--- config.mk ---
export PLATFORM = sky130hd
export DESIGN_NAME = pipe_stage_elastic_vp
export DESIGN_NICKNAME = d
export VERILOG_FILES = /design/src/rtl/pipe_stage_elastic_vp.sv
export SDC_FILE = /design/constraint.sdc
export NUM_CORES = 1
export LEC_CHECK = 0
export BUFFER_PORTS_ARGS = -buffer_cell sky130_fd_sc_hd__buf_4
export CAP_MARGIN = 20
export CORE_MARGIN = 3
export CORE_UTILIZATION = 48
export DETAILED_ROUTE_END_ITERATION = 6
export PLACE_DENSITY_LB_ADDON = 0.12
export SYNTH_ARGS = -nofsm -noshare
export SYNTH_HDL_FRONTEND = slang
export SYNTH_SLANG_ARGS = --single-unit
--- constraint.sdc ---
create_clock -name clock -period 1.4 [get_ports clock]
set_input_delay 0.21 -clock clock [delete_from_list [all_inputs] [get_ports clock]]
set_output_delay 0.21 -clock clock [all_outputs]
set_load 0.01 [all_outputs]
--- src/rtl/pipe_stage_elastic_vp.sv ---
// ---------------------------------------------------------------------------
// pipe_stage_elastic_vp
//
// Purpose:
//   Generic elastic stage register that sits between two RV32I pipe stages.
//   It carries an opaque payload plus the rd/regwrite fields the hazard unit
//   inspects. The valid/ready handshake is backed by a main entry (M) and a
//   skid entry (S), so one downstream stall cycle never drops in_ready in the
//   same cycle. A flush squashes everything held.
//
// Parameters:
//   DATA_W  payload width (packed by the instantiator)
//   CTRL_W  control-field width
//   RD_W    destination-register index width
//
// Ports:
//   clock, reset            rising-edge clock, synchronous active-high reset
//   in_valid / in_ready     upstream handshake
//   in_ctrl, in_data,       incoming instruction fields
//   in_rd, in_regwrite
//   flush                   squash all held instructions
//   out_valid / out_ready   downstream handshake
//   out_ctrl, out_data,     head (M) entry fields
//   out_rd, out_regwrite    (out_regwrite is gated by out_valid)
//   occupancy               number of entries held (0..2)
//
// Optional build macro:
//   PIPE_STAGE_PERF_EN adds stall_cnt[31:0] and bubble_cnt[31:0], saturating
//   performance counters cleared only by reset.
// ---------------------------------------------------------------------------
module pipe_stage_elastic_vp #(
    parameter int DATA_W = 96,
    parameter int CTRL_W = 3,
    parameter int RD_W   = 5
) (
    input  logic              clock,
    input  logic              reset,
    input  logic              in_valid,
    output logic              in_ready,
    input  logic [CTRL_W-1:0] in_ctrl,
    input  logic [DATA_W-1:0] in_data,
    input  logic [RD_W-1:0]   in_rd,
    input  logic              in_regwrite,
    input  logic              flush,
    output logic              out_valid,
    input  logic              out_ready,
    output logic [CTRL_W-1:0] out_ctrl,
    output logic [DATA_W-1:0] out_data,
    output logic [RD_W-1:0]   out_rd,
    output logic              out_regwrite,
    output logic [1:0]        occupancy
`ifdef PIPE_STAGE_PERF_EN
    ,
    output logic [31:0]       stall_cnt,
    output logic [31:0]       bubble_cnt
`endif
);

    // Main (head) entry
    logic              mv;
    logic [CTRL_W-1:0] m_ctrl;
    logic [DATA_W-1:0] m_data;
    logic [RD_W-1:0]   m_rd;
    logic              m_regwrite;

    // Skid entry, only ever filled while M is stalled
    logic              sv;
    logic [CTRL_W-1:0] s_ctrl;
    logic [DATA_W-1:0] s_data;
    logic [RD_W-1:0]   s_rd;
    logic              s_regwrite;

    logic accept;
    logic deliver;

    // in_ready depends only on registered state (and reset), never on
    // out_ready, so the ready path does not chain through the stage.
    assign in_ready     = !sv && !reset;
    assign accept       = in_valid && in_ready;
    assign deliver      = mv && out_ready;

    assign out_valid    = mv;
    assign out_ctrl     = m_ctrl;
    assign out_data     = m_data;
    assign out_rd       = m_rd;
    assign out_regwrite = mv && m_regwrite;
    assign occupancy    = {1'b0, mv} + {1'b0, sv};

    // Entry storage. Reset and flush both wipe every field; otherwise S is
    // only written when M is stalled, and S only ever moves into M, which
    // keeps the stage strictly in order. Payload of an entry that drains
    // without replacement is left in place.
    always_ff @(posedge clock) begin
        if (reset || flush) begin
            mv         <= 1'b0;
            m_ctrl     <= '0;
            m_data     <= '0;
            m_rd       <= '0;
            m_regwrite <= 1'b0;
            sv         <= 1'b0;
            s_ctrl     <= '0;
            s_data     <= '0;
            s_rd       <= '0;
            s_regwrite <= 1'b0;
        end else if (!mv) begin
            if (accept) begin
                mv         <= 1'b1;
                m_ctrl     <= in_ctrl;
                m_data     <= in_data;
                m_rd       <= in_rd;
                m_regwrite <= in_regwrite;
            end
        end else if (!sv) begin
            if (deliver) begin
                if (accept) begin
                    m_ctrl     <= in_ctrl;
                    m_data     <= in_data;
                    m_rd       <= in_rd;
                    m_regwrite <= in_regwrite;
                end else begin
                    mv <= 1'b0;
                end
            end else if (accept) begin
                sv         <= 1'b1;
                s_ctrl     <= in_ctrl;
                s_data     <= in_data;
                s_rd       <= in_rd;
                s_regwrite <= in_regwrite;
            end
        end else if (deliver) begin
            sv         <= 1'b0;
            m_ctrl     <= s_ctrl;
            m_data     <= s_data;
            m_rd       <= s_rd;
            m_regwrite <= s_regwrite;
        end
    end

`ifdef PIPE_STAGE_PERF_EN
    // Saturating stall/bubble counters. Only reset clears them; a flush is
    // a normal pipeline event and must not disturb the statistics.
    always_ff @(posedge clock) begin
        if (reset) begin
            stall_cnt  <= '0;
            bubble_cnt <= '0;
        end else begin
            if (in_valid && !in_ready && (stall_cnt != 32'hFFFF_FFFF))
                stall_cnt <= stall_cnt + 32'd1;
            if (out_ready && !out_valid && (bubble_cnt != 32'hFFFF_FFFF))
                bubble_cnt <= bubble_cnt + 32'd1;
        end
    end
`else
    // Performance counters are not built in this configuration.
`endif

endmodule

==> results.toml <==
[global_routing]
grt_pass1_vias = 8264
grt_antenna_before_repair = 0
gr-total-overflow = 0
grt_start_max_net_pins = 48
gr-usage-all-layers = 0.255
grt_first_pass_wirelength_um = 41700

[clock_network]
cts_buffers = 23
clk_transition_reported_paths_ns = 0.07
tritoncts_clock_tree = "built"
cts_max_level = 1
clock_latency_ns = 0.50
cts-root-to-sink-buffers = 3
clkSinkCount = 212
cts_root_buf = "clkbuf_16"

[status]
run_status = "complete, but fails checks"
violations = "negative setup slack"

[drt]
drt_drc_violations_left = 0
initialDrtViolationCount = 748
routed_wl_um = 33200
post_drt_wl_per_cell_um = 21.1
drt-pass1-iter-count = 7
detail-route-antenna-nets = 0
routed_via_count = 9177
vias_per_cell = 5.85

[sta]
setup_violations = 214
clock_skew_ns = 0.0135
hold_violations = 0
slew_violations = 0
setup_total_negative_slack_ns = -25.51
period_share = 1.14
tightest_slew_ns = 0.438
final_min_period_ns = 1.60
fin_ws_ns = -0.199
max_slew_margin = 0.707
max_freq_ghz = 0.625
rsz0062_at_grt = "true"

[synthesis]
synth_sequential_area_ratio = 0.496
syn_inst = 961
synthesis.area_um2 = 8550
synth_cell_types = 29
flip_flop_and_latch_count_after_synthesis = 212
syn_nets = 1072
syn_area_per_cell_um2 = 8.90
synth-warning-count = 0

[place]
detailed_place_hpwl_um = 15200
gpl.final_weighted_congestion = 0.794
placedCellCount = 1368
number_of_input_and_output_port_buffers_inserted = 218

[floorplan]
initial_core_utilization = 0.493
ios = 219
row_count = 48
design.die.area_um2 = 19500
chipWidth_um = 139
core-area_um2 = 17400
die_y_um = 139

[power]
design_power_total_mw = 13.9
power_density_nw_per_um2 = 964
static-leakage-power_nw = 5.36
ir_drop_uv = 816

[hold_path]
timing.hold.worst.start = "out_ready"
holdCritPathClass = "in -> reg"

[cells_and_area]
area_growth_pct = 69.0
utilization = 0.832
drive_above_1_share = 0.411
antenna_diode_count = 0
num-nets-final = 1443
filler_cells = 922
footprint_of_the_flip_flops_and_latches_um2 = 4250
layout_commonest_cell = "buf_4"
most-common-layout-cells = "242 x buf_4, 210 x dfxtp_1, 168 x nand2_1"
multiInputGateArea_um2 = 4190
post_layout_nonfiller_instances = 1569

[worst_setup_path]
worstPathArrival_ns = 2.00
setup.worst_path.class = "reg -> reg"
worstReg2RegStart = "out_valid$_SDFF_PP0_"
worst_setup_path_start_kind = "register"
worstSetupEndpointType = "register"
worstSetupStartpoint = "out_valid$_SDFF_PP0_"
timing.critical_path.required_ns = 1.80
worstPathMaxFanout = 7

[flow_run]
max-cap-violations = 0
-- report_power, final --
part / switching [mW] / internal (mW)
combinational: 0.879 / 1.03
clock: 2.40 / 3.40
sequential: 0.0775 / 6.14
total: 3.35 / 10.6
-- kinds of logic (layout without fill, tap and decap cells) --
| group | Yosys count | in the layout | share of synthesized area |
|---|---|---|---|
| buf+inv | 198 | 579 | 0.103 |
| flops | 212 | 212 | 0.496 |
| fa+ha+maj | 1 | 1 | 0.00146 |
| compound gates | 321 | 321 | 0.294 |
| simple gates | 229 | 231 | 0.105 |
-- registers in the layout (all words and copies together) (netlist names), 3 cells and up --
| register | cells |
|---|---|
| s_data | 96 |
| s_rd | 5 |
| out_rd | 5 |
| out_ctrl | 3 |
| s_ctrl | 3 |
| out_data | 96 |
-- critical path, stage by stage (launching register included) --
cell	delay, ns
dfxtp_4	0.38
buf_4	0.14
nand2b_4	0.09
buf_6	0.11
o21ai_4	0.12
buf_12	0.20
buf_12	0.15
a221oi_2	0.30
-- per-stage QoR --
stage	setup WS (ns)	hold slack, ns	instance area (um^2)
after floorplan	-0.0838	0.310	8610
after global placement	-0.0328	0.441	10800
after detailed placement	-0.0853	0.445	10800
after CTS	-0.153	0.00356	12800
after global routing	-0.261	0.0983	14400
final	-0.199	0.0817	14400
-- final timing paths --
| kind | endpoint | slack, ns | cells after the start |
|---|---|---|---|
| setup / recovery | out_data[21]$_SDFFE_PP0P_ | -0.20 | 7 |
| hold / removal | sv$_SDFFE_PP0P_ | 0.08 | 3 |
| setup reg to reg | out_data[21]$_SDFFE_PP0P_ | -0.20 | 7 |
| hold reg to reg | s_regwrite$_SDFFE_PP0P_ | 0.45 | 2 |
-- repair_timing --
action                     CTS  global route
hold buffers               104             1
setup buffers                5            15
gates cloned                 7            33
pin swaps                    0            97
hold endpoints to repair   104             1
resized for setup           15           188
setup endpoints to repair  203           215
-- Yosys cell counts --
cell type | count | area share
a211oi_1 | 1 | 0.00088
a21boi_2 | 1 | 0.0013
a21oi_1 | 106 | 0.062
a221oi_1 | 44 | 0.045
a221oi_2 | 60 | 0.11
a22oi_1 | 1 | 0.00088
and2_1 | 1 | 0.00073
and2_4 | 1 | 0.0010
buf_1 | 7 | 0.0031
buf_2 | 26 | 0.015
buf_4 | 12 | 0.011
buf_6 | 8 | 0.011
clkbuf_1 | 40 | 0.018
dfxtp_1 | 212 | 0.50
ha_1 | 1 | 0.0015
inv_1 | 105 | 0.046
nand2_1 | 212 | 0.093
nand2b_1 | 3 | 0.0022
nand3_1 | 1 | 0.00058
nand3b_1 | 1 | 0.00088
nor2_1 | 5 | 0.0022
nor2b_1 | 1 | 0.00073
nor3_2 | 1 | 0.0012
nor3b_2 | 1 | 0.0015
o21ai_0 | 4 | 0.0023
o21ai_1 | 1 | 0.00058
o22ai_1 | 103 | 0.075
or2_1 | 1 | 0.00073
or2_2 | 1 | 0.00073
-- final cells by class --
class                   instances  share of cell area
repair buffers                437               0.320
clock inverters                 3             0.00303
well taps                     225              0.0195
inverters                     105              0.0273
clock buffers                  34              0.0455
multi-input cells             553               0.290
flip-flops and latches        212               0.294
-- metal layers --
metal	part of all wire	GRT usage	wire, um	up-vias
li1	-	-	-	4150
met1	0.38	0.329	12500	4402
met2	0.50	0.439	16500	514
met3	0.084	0.0457	2770	111
met4	0.040	0.0711	1340	0
met5	0	0	0	-
No activity file was read; power rests on OpenSTA's default activity.
